--- config.mk ---
export PLATFORM = sky130hd
export DESIGN_NAME = score_keeper
export DESIGN_NICKNAME = d
export VERILOG_FILES = /design/src/rtl/game_pkg.sv /design/src/rtl/bcd_counter2.sv /design/src/rtl/score_keeper.sv
export SDC_FILE = /design/constraint.sdc
export NUM_CORES = 1
export LEC_CHECK = 0
export CAP_MARGIN = 10
export CORE_ASPECT_RATIO = 1.5
export CORE_MARGIN = 5
export CORE_UTILIZATION = 53
export CTS_BUF_LIST = sky130_fd_sc_hd__clkbuf_16
export CTS_CLUSTER_DIAMETER = 40
export DETAILED_ROUTE_END_ITERATION = 12
export PLACE_DENSITY_LB_ADDON = 0.3
export RECOVER_POWER = 25
export SLEW_MARGIN = 20
export SYNTH_ARGS = -nofsm -noshare
export SYNTH_HDL_FRONTEND = slang
export SYNTH_SLANG_ARGS = --single-unit
--- constraint.sdc ---
create_clock -name clk -period 3.24 [get_ports clk]
set_input_delay 0.486 -clock clk [delete_from_list [all_inputs] [get_ports clk]]
set_output_delay 0.486 -clock clk [all_outputs]
set_load 0.01 [all_outputs]
--- src/rtl/game_pkg.sv ---
// Shared definitions for the score keeper: FSM state encoding, winner codes
// and BCD score widths.
package game_pkg;

  typedef enum logic [1:0] {
    IDLE = 2'd0,
    PLAY = 2'd1,
    HOLD = 2'd2,
    OVER = 2'd3
  } game_state_e;

  localparam logic [1:0] WINNER_NONE  = 2'b00;
  localparam logic [1:0] WINNER_TEAM1 = 2'b01;
  localparam logic [1:0] WINNER_TEAM2 = 2'b10;

  localparam int BCD_W   = 4;          // one decimal digit
  localparam int BIN_W   = 7;          // binary score, 0..99
  localparam int BIN_MAX = 99;

  // Binary value of a two-digit BCD score (tens*10 + units).
  function automatic logic [BIN_W-1:0] bcd_to_bin(input logic [2*BCD_W-1:0] bcd);
    return BIN_W'(32'(bcd[2*BCD_W-1:BCD_W]) * 32'd10 + 32'(bcd[BCD_W-1:0]));
  endfunction

endpackage

--- src/rtl/bcd_counter2.sv ---
// Two-digit BCD up-counter with synchronous clear, saturating at 99.
// Also reports its binary value so the win check needs no BCD compare.
module bcd_counter2
  import game_pkg::*;
(
  input  logic               clk,
  input  logic               rst_n,
  input  logic               clr,
  input  logic               inc,
  output logic [2*BCD_W-1:0] bcd_o,
  output logic [BIN_W-1:0]   bin_o
);

  logic [BCD_W-1:0] tens_q, tens_d;
  logic [BCD_W-1:0] units_q, units_d;
  logic             at_max;

  assign at_max = (tens_q == BCD_W'(9)) && (units_q == BCD_W'(9));

  // Next digit values: clear wins over increment; units wrap into tens.
  always_comb begin
    tens_d  = tens_q;
    units_d = units_q;
    if (clr) begin
      tens_d  = '0;
      units_d = '0;
    end else if (inc && !at_max) begin
      if (units_q == BCD_W'(9)) begin
        units_d = '0;
        tens_d  = tens_q + 1'b1;
      end else begin
        units_d = units_q + 1'b1;
      end
    end
  end

  // Digit registers.
  always_ff @(posedge clk or negedge rst_n) begin
    if (!rst_n) begin
      tens_q  <= '0;
      units_q <= '0;
    end else begin
      tens_q  <= tens_d;
      units_q <= units_d;
    end
  end

  assign bcd_o = {tens_q, units_q};
  assign bin_o = bcd_to_bin(bcd_o);

endmodule

--- src/rtl/score_keeper.sv ---
// Score keeper: converts rising edges of the ball controller's goal flags
// into points, holds off after each goal, re-serves the ball and declares
// the winner once a team reaches WIN_SCORE. FSM state is visible on state_dbg.
module score_keeper
  import game_pkg::*;
#(
  parameter int WIN_SCORE    = 7,
  parameter int GOAL_HOLDOFF = 50_000_000,
  parameter int SYNC_STAGES  = 2
) (
  input  logic        clk,
  input  logic        rst_n,
  input  logic        score_to_team1,
  input  logic        score_to_team2,
  input  logic        start_n,
  output logic [7:0]  team1_score,
  output logic [7:0]  team2_score,
  output logic [1:0]  goal_flash,
  output logic        ball_reset,
  output logic        game_over,
  output logic [1:0]  winner,
  output game_state_e state_dbg
);

  localparam int               CNT_W     = (GOAL_HOLDOFF > 2) ? $clog2(GOAL_HOLDOFF) : 1;
  localparam logic [CNT_W-1:0] HOLD_LOAD = CNT_W'(GOAL_HOLDOFF - 1);
  localparam logic [BIN_W-1:0] WIN_BIN   = BIN_W'(WIN_SCORE);
  localparam logic [BIN_W-1:0] SAT_BIN   = BIN_W'(BIN_MAX);

  game_state_e          state_q, state_d;
  logic [CNT_W-1:0]     hold_cnt_q, hold_cnt_d;
  logic [1:0]           flash_q, flash_d;
  logic [1:0]           winner_q, winner_d;
  logic                 ball_reset_q, ball_reset_d;
  logic                 flag1_q, flag2_q;
  logic [SYNC_STAGES-1:0] sync_q;
  logic                 start_prev_q;

  logic                 start_fall, goal1, goal2;
  logic                 clr_scores, inc1, inc2;
  logic [BIN_W-1:0]     bin1, bin2, next1, next2;

  assign start_fall = start_prev_q && !sync_q[SYNC_STAGES-1];
  assign goal1      = score_to_team1 && !flag1_q;
  assign goal2      = score_to_team2 && !flag2_q;
  assign next1      = (bin1 == SAT_BIN) ? bin1 : bin1 + 1'b1;
  assign next2      = (bin2 == SAT_BIN) ? bin2 : bin2 + 1'b1;

  // Start button synchroniser, falling-edge history and goal-flag history.
  always_ff @(posedge clk or negedge rst_n) begin
    if (!rst_n) begin
      sync_q       <= '1;
      start_prev_q <= 1'b1;
      flag1_q      <= 1'b0;
      flag2_q      <= 1'b0;
    end else begin
      sync_q[0] <= start_n;
      for (int i = 1; i < SYNC_STAGES; i++) sync_q[i] <= sync_q[i-1];
      start_prev_q <= sync_q[SYNC_STAGES-1];
      flag1_q      <= score_to_team1;
      flag2_q      <= score_to_team2;
    end
  end

  // Next state: a start press restarts the match from any state; goals are
  // only counted in PLAY; HOLD waits for the count and for both flags low.
  always_comb begin
    state_d      = state_q;
    hold_cnt_d   = hold_cnt_q;
    flash_d      = flash_q;
    winner_d     = winner_q;
    ball_reset_d = 1'b0;
    clr_scores   = 1'b0;
    inc1         = 1'b0;
    inc2         = 1'b0;
    if (start_fall) begin
      state_d      = PLAY;
      hold_cnt_d   = '0;
      flash_d      = 2'b00;
      winner_d     = WINNER_NONE;
      ball_reset_d = 1'b1;
      clr_scores   = 1'b1;
    end else begin
      case (state_q)
        PLAY: begin
          if (goal1 && goal2) begin
            // Simultaneous goals are a wash: flash both, no point.
            flash_d    = 2'b11;
            state_d    = HOLD;
            hold_cnt_d = HOLD_LOAD;
          end else if (goal1) begin
            inc1    = 1'b1;
            flash_d = 2'b01;
            if (next1 == WIN_BIN) begin
              state_d  = OVER;
              winner_d = WINNER_TEAM1;
            end else begin
              state_d    = HOLD;
              hold_cnt_d = HOLD_LOAD;
            end
          end else if (goal2) begin
            inc2    = 1'b1;
            flash_d = 2'b10;
            if (next2 == WIN_BIN) begin
              state_d  = OVER;
              winner_d = WINNER_TEAM2;
            end else begin
              state_d    = HOLD;
              hold_cnt_d = HOLD_LOAD;
            end
          end
        end
        HOLD: begin
          if (hold_cnt_q != '0) begin
            hold_cnt_d = hold_cnt_q - 1'b1;
          end else if (!score_to_team1 && !score_to_team2) begin
            state_d      = PLAY;
            ball_reset_d = 1'b1;
            flash_d      = 2'b00;
          end
        end
        IDLE, OVER: ;
        default: state_d = IDLE;
      endcase
    end
  end

  // FSM and output registers.
  always_ff @(posedge clk or negedge rst_n) begin
    if (!rst_n) begin
      state_q      <= IDLE;
      hold_cnt_q   <= '0;
      flash_q      <= 2'b00;
      winner_q     <= WINNER_NONE;
      ball_reset_q <= 1'b0;
    end else begin
      state_q      <= state_d;
      hold_cnt_q   <= hold_cnt_d;
      flash_q      <= flash_d;
      winner_q     <= winner_d;
      ball_reset_q <= ball_reset_d;
    end
  end

  bcd_counter2 u_team1 (
    .clk   (clk),
    .rst_n (rst_n),
    .clr   (clr_scores),
    .inc   (inc1),
    .bcd_o (team1_score),
    .bin_o (bin1)
  );

  bcd_counter2 u_team2 (
    .clk   (clk),
    .rst_n (rst_n),
    .clr   (clr_scores),
    .inc   (inc2),
    .bcd_o (team2_score),
    .bin_o (bin2)
  );

  assign goal_flash = flash_q;
  assign ball_reset = ball_reset_q;
  assign game_over  = (state_q == OVER);
  assign winner     = winner_q;
  assign state_dbg  = state_q;

endmodule

* After elaboration in Yosys (flattened, before gate mapping) *
Index checks and enable logic that the tools add are counted.

operators by class
  $mul = 2
  equal/unequal tests = 19
  reduce and logical (&&, ||, !) cells = 30
  muxes and demuxes = 59
  add/sub/neg operators = 9

operators with widths
  cell                   count
  $mux 26                7
  $pmux 26 s2            1
  $mux 4                 12
  $mux 2                 19
  $reduce_bool 26->1     1
  $sub 26x1->26 const B  1
  $add 4x1->4 const B    4
  $eq 4x4->1 const B     4
  $mux 1                 16
  $ne 5x5->1 const B     3
  $add 7x1->7 const B    2
  $add 7x4->7            2
  $eq 7x3->1 const B     2
  $eq 7x7->1 const B     2
  $mux 7                 2
  $mul 4x3->6 const B    2
  $reduce_and 5->1       2
  $reduce_bool 2->1      5
  $logic_and 1x1->1      9
  $ne 3x3->1 const B     3
  $reduce_bool 3->1      3
  $pmux 2 s2             2
  $logic_not 1->1        7
  $eq 2x2->1 const B     2
  5 further kinds        6

word-level totals
  register bits = 54
  word-level logic and storage cells = 132
  bits of input ports = 5
  output and inout bits = 24

* Depth between registers and ports, before layout *
Gate-level depths: netlist of run 1.

  depth in word-level cells = 11
  mapped depth = 12

* By module *
Synthesis of run 1 repeated with hierarchy kept, for this count alone.

second synthesis, totals
  cells, all modules = 391
  area total of the unflattened synthesis = 3751.1 um^2

by module, submodules not included
  module                   instances  cells an instance  seq. area each (um^2)  area each (um^2)
  score_keeper             1          243                954.7                  2323.5
  bcd_counter2 at u_team2  1          74                 200.2                  716.9
  bcd_counter2 at u_team1  1          74                 200.2                  710.7

* Worst setup path before layout of run 1 *
No wires, ideal clock.

  path kind = reg2reg
  from = reg u_team1.tens_q[1]
  to = reg hold_cnt_q[0]
  buffers on the path = 1
  library setup time = 127 ps
  data required time = 3113 ps
  arrival time = 3051 ps
  path slack = 62 ps
  cell stages (with the launch flop) = 11
  cell sequence = dfrtp_1 > ha_1 > ha_1 > inv_1 > fa_1 > or3_1 > a2111o_1 > a31oi_4 > or2_1 > buf_6 > mux2_1

on the way
  longest elaborated chain between the ends = 7
  elaborated cells on any way between the ends = 8

RTL lines
  element                                           RTL line             RTL
  start, declared                                   bcd_counter2.sv:14   logic [BCD_W-1:0] tens_q, tens_d;
  start signal, assigned                            bcd_counter2.sv:43   tens_q <= tens_d;
  $mul 4x3->6 *                                     game_pkg.sv:22       return BIN_W'(32'(bcd[2*BCD_W-1:BCD_W]) * 32'd10 + 32'(bcd[BCD_W-1:0]));
  $add 7x4->7 *                                     game_pkg.sv:22
  $add 7x1->7 / $eq 7x7->1 (equally long branches)  score_keeper.sv:46   assign next1 = (bin1 == SAT_BIN) ? bin1 : bin1 + 1'b1;
  $mux 7 *                                          score_keeper.sv:46
  $eq 7x3->1 *                                      score_keeper.sv:94   if (next1 == WIN_BIN) begin
  $ne 5x5->1 (no line) *                            --
  $reduce_and 5->1 (no line) *                      --
  end signal, assigned                              score_keeper.sv:138  hold_cnt_q <= hold_cnt_d;
  end, declared                                     score_keeper.sv:31   logic [CNT_W-1:0] hold_cnt_q, hold_cnt_d;

Every way passes the cells marked *; elsewhere a longest branch is shown, timed or not.
A chain may end at the register's enable or synchronous reset.

* Worst setup path in the final report of run 1 *
  from = reg u_team1.tens_q[1]
  to = reg hold_cnt_q[19]

Same word-level chain as after synthesis.

==> results of run 1 <==
area by class of cell:
type                    instances  area, sq um  area share
repair buffers                 50        439.2      0.1076
clock buffers                   5        125.1     0.03067
well taps                      76        95.09     0.02331
inverters                      17        63.81     0.01564
multi-input cells             285         1987      0.4870
clock inverters                 2        15.01    0.003680
flip-flops and latches         54         1355      0.3321
state kept, by name, summed over array words and instances, names as in the netlist:
| name | cells |
|---|---|
| start_prev_q | 1 |
| flag2_q | 1 |
| state_dbg | 2 |
| flag1_q | 1 |
| u_team1.tens_q | 4 |
| u_team2.tens_q | 4 |
| u_team2.units_q | 4 |
| winner | 2 |
| goal_flash | 2 |
| u_team1.units_q | 4 |
| sync_q | 2 |
| ball_reset | 1 |
| hold_cnt_q | 26 |
stage by stage:
| stage | setup WS, ns | utilization | instance area (sq um) | total power, mW | hold WS [ns] |
|---|---|---|---|---|---|
| after floorplan | 0.06175 | - | 3472 | 1.522 | 0.1904 |
| after global placement | 0.1848 | 0.6109 | 3935 | 1.798 | 0.3471 |
| after detailed placement | 0.1368 | 0.6109 | 3935 | 1.821 | 0.3488 |
| after CTS | 0.09898 | 0.6327 | 4075 | 2.365 | 0.3335 |
| after global routing | 0.02773 | 0.6335 | 4080 | 2.519 | 0.3646 |
| final | 0.1637 | 0.6335 | 4080 | 2.368 | 0.3632 |
report_power, final:
group / switching, mW / internal, mW / total [mW]
clock: 0.247 / 0.283 / 0.530
sequential: 0.166 / 0.812 / 0.978
combinational: 0.470 / 0.390 / 0.861
synth_stat cells (2+ instances only):
master	number	area, sq um
dfrtp_1	51	1276
nand2_1	40	150.1
nor2_1	29	108.9
ha_1	25	312.8
a21oi_1	20	100.1
o21ai_0	20	100.1
inv_1	17	63.81
a221o_1	11	110.1
nor3_1	11	55.05
nand2b_1	9	56.30
nand3_1	8	40.04
nand4_1	8	50.05
nor2b_1	8	50.05
a22o_1	7	61.31
nor4_1	7	43.79
or3_1	7	43.79
clkbuf_1	6	22.52
o31ai_1	6	45.04
xor2_1	6	52.55
and3_1	5	31.28
o311a_1	5	50.05
xnor2_1	5	43.79
fa_1	4	80.08
o211a_1	4	40.04
o22a_1	4	35.03
a211o_1	3	26.28
dfstp_2	3	78.83
nand3b_1	3	22.52
a211oi_1	2	15.01
a21o_1	2	15.01
and2_1	2	12.51
buf_6	2	22.52
mux2_1	2	22.52
mux2i_1	2	20.02
o21a_1	2	15.01
o2bb2ai_1	2	17.52
worst reg2reg max path, delay by kind of cell (launching register included):
family / cells / cell delay, ns
flops: 1 / 0.38
simple gates: 2 / 0.56
compound gates: 3 / 0.84
buf+inv: 2 / 0.24
fa+ha+maj: 3 / 0.93
routing by layer:
layer  global-route usage  routed length, um
met4              0.09625                222
met3              0.02893                445
met1               0.2435               3236
met2               0.4075               4653
met5                    0                  0
cell usage in the layout, fill, tap and decap left out, types with 7 or more instances in the layout:
cell | Yosys | final
nand2b_1 | 9 | 9
nand2_1 | 40 | 40
inv_1 | 17 | 17
dfrtp_1 | 51 | 51
nor4_1 | 7 | 7
a22o_1 | 7 | 7
nand3_1 | 8 | 8
or3_1 | 7 | 7
clkdlybuf4s50_1 | 0 | 24
o21ai_0 | 20 | 20
nor2_1 | 29 | 29
a21oi_1 | 20 | 19
nor2b_1 | 8 | 8
nand4_1 | 8 | 8
buf_4 | 1 | 22
ha_1 | 25 | 25
a221o_1 | 11 | 11
nor3_1 | 11 | 11
path summary, 6_finish.rpt:
kind,from,to
max in group asynchronous,rst_n,hold_cnt_q[1]
hold reg to reg,sync_q[0],sync_q[1]
setup reg to reg,u_team1.tens_q[1],hold_cnt_q[19]
setup / recovery,u_team1.tens_q[1],hold_cnt_q[19]
hold / removal,sync_q[0],sync_q[1]
min in group asynchronous,rst_n,u_team1.tens_q[0]
kinds of logic after synthesis:
kind of cell / count (synthesis) / synth area share
buf+inv: 28 / 0.03928
fa+ha+maj: 29 / 0.1132
compound gates: 97 / 0.2097
xor+xnor: 11 / 0.02775
flops: 54 / 0.3903
simple gates: 144 / 0.2076
mux: 4 / 0.01225
==> impl_results.md, run 1 <==
- Status: finished with violations
- Failing checks: max-capacitance violations, max-slew violations
- Vias in the first global route: ~3.2k
- Slowest-stage cell, CP: a2111o_1
- I/O pin count: 29
- Clk sinks: 54
- Die height: 109.1 um
- Crit path max-delay family: adder cells
- Max Freq: 325.1 MHz
- Clk slew on worst S/H paths: 0.07 ns
- HP Class: reg2reg
- Clk_lat worst skew: 0.29 ns
- CTS root buf: clkbuf_16
- WL/cell: 17.50 um
- Post-Syn Nets: approximately 400
- Critical Path Max Stage Delay: between 0.4 and 0.5 ns
- Routability congestion estimate: 0.8321
- Post-Route Skew: roughly 0.0080 ns
- WP buf/inv: 2
- Critical Path RT: about 3.4 ns
- Setup crit start kind: flop
- TritonCTS buffer count: 5
- Largest net degree at the start of global routing: 39
- Yosys reg bits: between 50 and 60
- Worst relative slew slack: -0.3917
- Buffers on Ports: 28
- Worst R2R Setup Slack: between 0.15 and 0.2 ns
- Via Count: between 3k and 4k
- Levels on crit path: 10
- Final HPWL DP: around 6300 um
- Post-CTS setup buffer count: 0
- EDFF count, synth: 0
- YS warnings: 0
- CORE AREA: roughly 6400 sq um
- Final cell count without fillers: 489
- FP Rows: 36
- Initial Util: 0.5390
- Post-Syn Area: between 3000 and 4000 sq um
- H-Tree Depth: 2
- Period utilization: 0.9495
- Pwr dens: a little under 600 nW/um^2
- CP Data Arrival Time: around 3.3 ns
- Synthesized area per cell: ~9.5 sq um
- Cts hold-fix bufs: 0
- Max VDD drop: 345.6 uV
- Die area: between 8000 and 9000 sq um
- Crit Path Class: reg2reg
- Ys async rst share: 1.000
- Clock Tree Buf Depth: 2
- Area growth syn-to-layout: 17.51%
- Worst reg2reg path depth: 10
- Cell Count Post-Placement: between 400 and 500
- Worst-margin pin slew: 2.087 ns
- Crit. End Element: flop
- CP most frequent cell: ha_1
- Post-synth cell types: 55
- CP Cell Sequence: ha_1 > ha_1 > inv_1 > fa_1 > or3_1 > a2111o_1 > nand3_2 > a211oi_2 > buf_4 > a221o_1
- Remaining routing DRC violations: 0
- Final wirelength: between 8000 and 9000 um
- Diode count: 0
- Nets@finish: 447
- Drt first pass iters: 6
- Congestion Overflow GR: 0
- Mapped Cells: roughly 370
- Leak: 1.750 nW
- Final setup violation count: 0
- Global-route wire length before repair: 14820 um
- Unrepaired setup endpoints after global routing: no
- Final Hold Vio Count: 0
- Antenna violations before repair: 0
- Max Slew Vio Count: 39
- Filler cell count: about 550
- Die X: 76.09 um
- Layout cells sized above 1: 0.09201
- Starting DRT DRC Count: 210
- Max_cap viols: 1
- Crit path max fanout: 6
- CTS resizes: 0
- Vias per cell: roughly 6.3
- Hold Path Cell Cnt: 0
- GRT Resource Usage Total: 0.2174
- CTS tree: done
- Sequential area share after synthesis: 0.3903
- Post-synth top flop: dfrtp_1
- Period minus WS final: approximately 3.1 ns
- Setup_tns: 0 ns
- Post-route ant nets: 0
Note: power is estimated with default switching activity, not from simulation.
==> run 2, diff against run 1 <==
--- a/config.mk
+++ b/config.mk
@@ -17,4 +17,5 @@
 export SLEW_MARGIN = 20
 export SYNTH_ARGS = -nofsm -noshare
 export SYNTH_HDL_FRONTEND = slang
+export SYNTH_HIERARCHICAL = 1
 export SYNTH_SLANG_ARGS = --single-unit
==> run 2 against run 1 <==
Compared with the run above:
- die area is 7.1% higher
- non-clock buffer count is 5 higher
- sequential power is 11% higher
- first-iteration DRC count is 11% lower
- area after synthesis up 8.0%
- global-route usage rose by 0.051 points
- clock skew decreased by 0.00059 ns
- critical endpoint is now hold_cnt_q[22]
- design area increased by 11%
- count of clock-buffer cells in the layout stayed put
- the flow still finishes with violations (max-capacitance violations, max-slew violations)
- worst hold slack worse by 0.0029 ns
- combinational power rose by 18%
- register-to-register slack got worse by 0.12 ns
==> impl_results.md, run 2 <==
- Status: finished with violations
- Failing checks: max-capacitance violations, max-slew violations
- Crit path max-delay family: adder cells
- Routability congestion estimate: 0.8555 (+2.8%)
- Top cells by count, synth: dfrtp_1, ha_1, nand2_1
- Buffers on Ports: 28 (unchanged)
- Max Freq: 312.5 MHz (-3.9%)
- Period minus WS final: 3.200 ns (+0.1241 ns)
- Reg power frac: 0.389 (-0.024)
- Crit Path Class: reg2reg
- Crit path setup slack, layout: 0.03955 ns (-0.1241 ns)
- Switching portion of total power: 0.3756 (+0.002519)
- Critical Path Max Stage Delay: 0.50 ns (+0.05 ns)
- Cts hold-fix bufs: 0 (unchanged)
- Clk pwr share: 0.247 (+0.023)
- FP Rows: 37 (+2.8%)
- Clk slew on worst S/H paths: 0.07 ns (about the same)
- Period utilization: 0.9878 (+0.03831)
- Ys async rst share: 1.000 (unchanged)
- WP buf/inv: 2 (unchanged)
- Unrepaired setup endpoints after global routing: yes
- Commonest non-fill, non-tap cell in the layout: dfrtp_1
- I/O pin count: 29 (unchanged)
- Sequential area share after synthesis: 0.3612 (-0.02903)
- CP Cell Sequence: ha_1 > ha_2 > inv_2 > fa_1 > nand2b_4 > a21oi_2 > xnor2_1 > nor4b_2 > and4_4 > a22oi_2 > buf_6 > and2_4 > o2111a_1
- Critical Path RT: 3.43 ns (+0.02 ns)
- Most frequent cells in the layout: dfrtp_1, ha_1, clkdlybuf4s50_1, buf_4, nand2_1
- YS warnings: 6 (+6)
- EDFF count, synth: 0 (unchanged)
- Diode count: 0 (unchanged)
- Post-synth top flop: dfrtp_1
- Via Count: 3338 (+8.1%)
- CP Data Arrival Time: 3.39 ns (+0.14 ns)
- Clk sinks: 54 (unchanged)
- Sw Pwr: 1.056 mW (+20%)
- Final Hold Vio Count: 0 (unchanged)
- Mapped Cells: 391 (+6.5%)
- CTS root buf: clkbuf_16
- Layout cells sized above 1: 0.1689 (+0.07694)
- Post-synth cell types: 73 (+33%)
- Drt first pass iters: 4 (-2)
- Pwr dens: 618.6 nW/um^2 (+6.6%)
- Worst relative slew slack: -0.06587 (+0.3258)
- Final HPWL DP: 6661 um (+5.9%)
- Initial Util: 0.5438 (+0.004761)
- WL/cell: 18.26 um (+4.3%)
- Antenna violations before repair: 0 (unchanged)
- Worst R2R Setup Slack: 0.04 ns (-0.12 ns)
- Biggest register: hold_cnt_q
- Dominant cell type by area after synthesis: dfrtp_1
- Max_cap viols: 1 (unchanged)
- GRT Resource Usage Total: 0.2179 (+0.0005139)
- Synthesized area per cell: 9.594 sq um (+1.4%)
- Final setup violation count: 0 (unchanged)
- Setup crit start kind: flop
- Nets@finish: 472 (+5.6%)
- Final Power: 2.812 mW (+19%)
- HP Class: reg2reg
- Filler cell count: 565 (+2.4%)
- TritonCTS buffer count: 5 (unchanged)
- Clk_lat worst skew: 0.30 ns (about the same)
- Most frequent cell after synthesis: dfrtp_1
- Synth top area cells: dfrtp_1, ha_1, a21oi_1, a31oi_1, o21ai_0
- Slowest-stage cell, CP: fa_1
- Yosys reg bits: 54 (unchanged)
- Largest net degree at the start of global routing: 43 (+10%)
- Congestion Overflow GR: 0 (unchanged)
- Clock Tree Buf Depth: 2 (unchanged)
- Max Slew Vio Count: 30 (-23%)
- Number of flip-flops in the largest register: 26 (unchanged)
- Die height: 113.0 um (+3.6%)
- CORE AREA: 6898 sq um (+7.1%)
- Cell Int Power: 1.756 mW (+18%)
- Vias per cell: 6.469 (+2.5%)
- Post-Syn Area: 3751 sq um (+8.0%)
- Die area: 8895 sq um (+7.1%)
- Synth top area share: 0.3402 (-0.02734)
- Post-Syn Nets: 426 (+6.2%)
- Combinational power share: 0.364 (about the same)
- CTS tree: done
- Crit path max fanout: 7 (+1)
- H-Tree Depth: 2 (unchanged)
- Vias in the first global route: 3370 (+6.3%)
- Post-route ant nets: 0 (unchanged)
- Worst-margin pin slew: 1.599 ns (-0.4887 ns)
- Remaining routing DRC violations: 0 (unchanged)
- Starting DRT DRC Count: 186 (-11%)
- Max VDD drop: 357.4 uV (+3.4%)
- Global-route wire length before repair: 15750 um (+6.3%)
- Dpl ws: -0.02515 ns (-0.1619 ns)
- Leak: 1.918 nW (+9.6%)
- Die X: 78.69 um (+3.4%)
- Post-Route Skew: 0.007408 ns (-0.0005941 ns)
- Final wirelength: 9422 um (+10%)
- Crit. End Element: flop
- Area growth syn-to-layout: 21.18%
run 2: area by class of cell:
type / count / area (sq um) / area share
tap: 78 / 97.59 / 0.02147
multi-input combinational: 301 / 2317 / 0.5098
sequential: 54 / 1356 / 0.2984
inverter: 20 / 75.07 / 0.01652
clock inverter: 3 / 63.81 / 0.01404
clock buffer: 5 / 125.1 / 0.02753
timing repair buffer: 55 / 510.5 / 0.1123
run 2: cells by family (layout without fill, tap and decap cells):
| group | after synthesis | after routing | share of synthesized area |
|---|---|---|---|
| simple gates | 149 | 149 | 0.2545 |
| compound gates | 107 | 107 | 0.1965 |
| flops | 54 | 54 | 0.3612 |
| buf+inv | 36 | 83 | 0.04369 |
| fa+ha+maj | 30 | 30 | 0.1081 |
| xor+xnor | 12 | 12 | 0.02802 |
| mux | 3 | 3 | 0.008006 |
run 2: what timing repair did:
action | in CTS | in global routing
hold endpoints to repair | 0 | 0
setup buffers | 0 | 2
gates resized for setup | 5 | 11
setup endpoints to repair | 8 | 25
pin swaps | 1 | 7
cloned | 0 | 2
run 2: worst paths after layout:
kind                                   start           endpoint  depth (start not counted)
setup reg to reg           u_team2/tens_q[3]     hold_cnt_q[22]                         13
min in group asynchronous              rst_n     hold_cnt_q[20]                          1
hold reg to reg                    sync_q[0]          sync_q[1]                          0
setup / recovery           u_team2/tens_q[3]     hold_cnt_q[22]                         13
max in group asynchronous              rst_n  u_team1/tens_q[1]                          1
hold / removal                     sync_q[0]          sync_q[1]                          0
run 2: through the flow:
stage          instances  utilization  setup TNS, ns  hold WS (ns)  cell area, sq um
2_1_floorplan        391            -              0        0.1904              3782
3_3_place_gp         504       0.6155              0        0.3468              4245
3_5_place_dp         504       0.6155       -0.02987        0.3488              4245
4_1_cts              512       0.6448              0        0.2434              4448
5_1_grt              516       0.6590        -0.3091        0.3637              4546
6_report             516       0.6590              0        0.3603              4546
run 2: routing by layer:
layer | track usage | share of wire | vias to the layer above
li1 | - | - | 1575
met1 | 0.2711 | 0.42 | 1662
met2 | 0.3795 | 0.52 | 82
met3 | 0.02548 | 0.034 | 19
met4 | 0.08868 | 0.021 | 0
met5 | 0 | 0 | -
run 2: power groups by stage:
| stage | combinational (mW) | sequential [mW] | clock, mW |
|---|---|---|---|
| after global routing | 1.13 | 1.12 | 0.727 |
| after CTS | 0.981 | 1.09 | 0.702 |
| final | 1.02 | 1.09 | 0.694 |
| after floorplan | 0.713 | 1.02 | 0 |
| after global placement | 0.941 | 1.09 | 0 |
| after detailed placement | 0.970 | 1.10 | 0 |
==> run 3, diff against run 2 <==
--- a/config.mk
+++ b/config.mk
@@ -6,11 +6,11 @@
 export NUM_CORES = 1
 export LEC_CHECK = 0
 export CAP_MARGIN = 10
-export CORE_ASPECT_RATIO = 1.5
 export CORE_MARGIN = 5
 export CORE_UTILIZATION = 53
 export CTS_BUF_LIST = sky130_fd_sc_hd__clkbuf_16
 export CTS_CLUSTER_DIAMETER = 40
+export CTS_CLUSTER_SIZE = 8
 export DETAILED_ROUTE_END_ITERATION = 12
 export PLACE_DENSITY_LB_ADDON = 0.3
 export RECOVER_POWER = 25
==> constraint.sdc (replaced) <==
create_clock -name clk -period 2.75 [get_ports clk]
set_input_delay 0.4125 -clock clk [delete_from_list [all_inputs] [get_ports clk]]
set_output_delay 0.4125 -clock clk [all_outputs]
set_load 0.01 [all_outputs]
==> run 3 against run 2 <==
Compared with the run above:
- the run ends with max-capacitance violations, max-slew violations, negative setup slack left
- worst hold slack about the same
- utilization grew 4.1 points
- wire length is 0.15% higher
- count of clock-buffer cells in the layout unchanged
- combinational power rose by 33%
- cell count rose by 7.0%
- first-iteration DRC count is 76% higher
- critical endpoint is now hold_cnt_q[17]
- largest power group is now combinational logic
- highest routed layer unchanged
==> impl_results.md, run 3 (synthesis results as in run 2) <==
- Status: finished with violations
- Failing checks: max-capacitance violations, max-slew violations, negative setup slack
- Final Hold Vio Count: 0 (unchanged)
- Antenna violations before repair: 0 (unchanged)
- Post-Route Skew: 0.005181 ns (-0.002228 ns)
- Crit Path Class: reg2reg
- Critical Path Max Stage Delay: 0.49 ns (about the same)
- Final wirelength: 9436 um (+0.15%)
- Reg2reg end: hold_cnt_q[17]
- Max_cap viols: 1 (unchanged)
- Unrepaired setup endpoints after global routing: yes
- Hold Path End: sync_q[1]
- CP Cell Sequence: ha_4 > ha_4 > inv_2 > fa_1 > nand2b_4 > a21oi_2 > xnor2_1 > or4_4 > nor4_4 > a22oi_2 > buf_12 > a31oi_1 > a311oi_1
- Final HPWL DP: 6713 um (+0.77%)
- Max Slew Vio Count: 41 (+37%)
- Leak: 2.002 nW (+4.4%)
- Period utilization: 1.139 (+0.1512)
- Worst R2R Setup Slack: -0.38 ns (-0.42 ns)
- Cts hold-fix bufs: 0 (unchanged)
- Drt first pass iters: 5 (+1)
- Crit Reg-Reg Startpoint: u_team1/tens_q[3]
- Die area: 8860 sq um (-0.39%)
- HP Start: sync_q[0]
- CTS tree: done
- Final core occ: 0.6996 (+0.04065)
- CTS root buf: clkbuf_16
- Layout cells sized above 1: 0.2390 (+0.07009)
- Pwr dens: 675.1 nW/um^2 (+9.1%)
- I/O pin count: 29 (unchanged)
- Nets@finish: 490 (+3.8%)
- Post-route ant nets: 0 (unchanged)
- FP Rows: 30 (-19%)
- CP most frequent cell: ha_4
- Vias in the first global route: 3413 (+1.3%)
- Initial Util: 0.5491 (+0.005279)
- Filler cell count: 512 (-9.4%)
- Crit path setup slack, layout: -0.3821 ns (-0.4217 ns)
- TritonCTS buffer count: 5 (unchanged)
- Via Count: 3464 (+3.8%)
- Largest net degree at the start of global routing: 41 (-4.7%)
- Biggest register: hold_cnt_q
- Max VDD drop: 281.9 uV (-21%)
- Hold Path Cell Cnt: 0 (unchanged)
- Max Freq: 319.3 MHz (+2.2%)
- GRT Resource Usage Total: 0.2268 (+0.008952)
- Area growth syn-to-layout: 27.42%
- WL/cell: 17.09 um (-6.4%)
- Routability congestion estimate: 0.8560 (about the same)
- Clk sinks: 54 (unchanged)
- Congestion Overflow GR: 0 (unchanged)
- Final Power: 3.227 mW (+15%)
- Final setup violation count: 29 (+29)
- Setup crit start kind: flop
- Most frequent cells in the layout: dfrtp_1, buf_4, clkdlybuf4s50_1, ha_1, nand2_1
- H-Tree Depth: 2 (unchanged)
- Clk_lat worst skew: 0.29 ns (about the same)
- Worst reg2reg path depth: 13 (unchanged)
- CP Data Arrival Time: 3.29 ns (-0.10 ns)
- Period minus WS final: 3.132 ns (-0.06832 ns)
- Worst-margin pin slew: 2.219 ns (+0.6201 ns)
- Worst relative slew slack: -0.4793 (-0.4134)
- Number of flip-flops in the largest register: 26 (unchanged)
- Slowest-stage cell, CP: fa_1
- Critical Path RT: 2.91 ns (-0.52 ns)
- Global-route wire length before repair: 16350 um (+3.8%)
- Clock Tree Buf Depth: 2 (unchanged)
- Commonest non-fill, non-tap cell in the layout: dfrtp_1
- HP Class: reg2reg
- CORE AREA: 6832 sq um (-0.96%)
- Diode count: 0 (unchanged)
- Vias per cell: 6.275 (-3.0%)
- Crit path max fanout: 14 (+7)
- Die height: 94.13 um (-17%)
- Starting DRT DRC Count: 328 (+76%)
- Remaining routing DRC violations: 0 (unchanged)
- Clk slew on worst S/H paths: 0.07 ns (about the same)
- Die X: 94.13 um (+20%)
- Buffers on Ports: 28 (unchanged)
- Crit. End Element: flop
[run 3: cell type report]
type                    count  area (sq um)  share of cell area
multi-input cells         301          2427              0.5079
clock inverters             3         13.76            0.002880
clock buffers               5         125.1             0.02618
inverters                  20         75.07             0.01571
repair buffers             73         659.4              0.1380
well taps                  96         120.1             0.02513
flip-flops and latches     54          1359              0.2843
[run 3: critical path: cells and delay by family, from the launching register on]
family                   cells  cell delay (ns)
AO/OA/AOI/OAI                4             0.50
AND/OR/NAND/NOR              3             0.88
buffers and inverters        2             0.23
XOR/XNOR                     1             0.09
flip-flops                   1             0.43
adder cells (fa/ha/maj)      3             0.87
[run 3: repair_timing]
item / in CTS / in global routing
pin swaps: 24 / 10
buffers inserted: 4 / 1
endpoints found under the hold margin: 0 / 0
resized for setup: 15 / 15
setup endpoints to repair: 29 / 29
[run 3: per-layer routing]
| metal | track usage | wire [um] |
|---|---|---|
| met4 | 0.05174 | 133 |
| met3 | 0.03446 | 555 |
| met1 | 0.3155 | 4208 |
| met2 | 0.3720 | 4539 |
| met5 | 0 | 0 |
[run 3: worst max path at each step]
stage | start | end | slack (ns)
global route | u_team1/tens_q[1] | hold_cnt_q[14] | -0.51
detailed placement | u_team1/tens_q[1] | hold_cnt_q[10] | -0.40
global placement | u_team1/tens_q[3] | hold_cnt_q[10] | -0.34
floorplan | u_team1/tens_q[1] | hold_cnt_q[22] | -0.36
CTS | u_team2/tens_q[1] | hold_cnt_q[5] | -0.37
finish | u_team1/tens_q[3] | hold_cnt_q[17] | -0.38
[run 3: power breakdown]
part           switching (mW)  internal [mW]  leakage, nW
Sequential              0.264          0.984        0.675
Clock                   0.284          0.332       0.0748
Combinational           0.732          0.631         1.25
[run 3: metrics by stage]
step                hold WS, ns  std cells  TNS [ns]  area, sq um  setup WS [ns]
CTS                      0.2908        552    -8.859         4707        -0.3745
floorplan                0.1169        391    -6.711         3849        -0.3640
global placement         0.3530        540    -6.922         4472        -0.3445
finish                   0.3605        552    -8.621         4780        -0.3821
detailed placement       0.3516        540    -8.181         4472        -0.3971
global route             0.3638        552    -12.19         4780        -0.5064
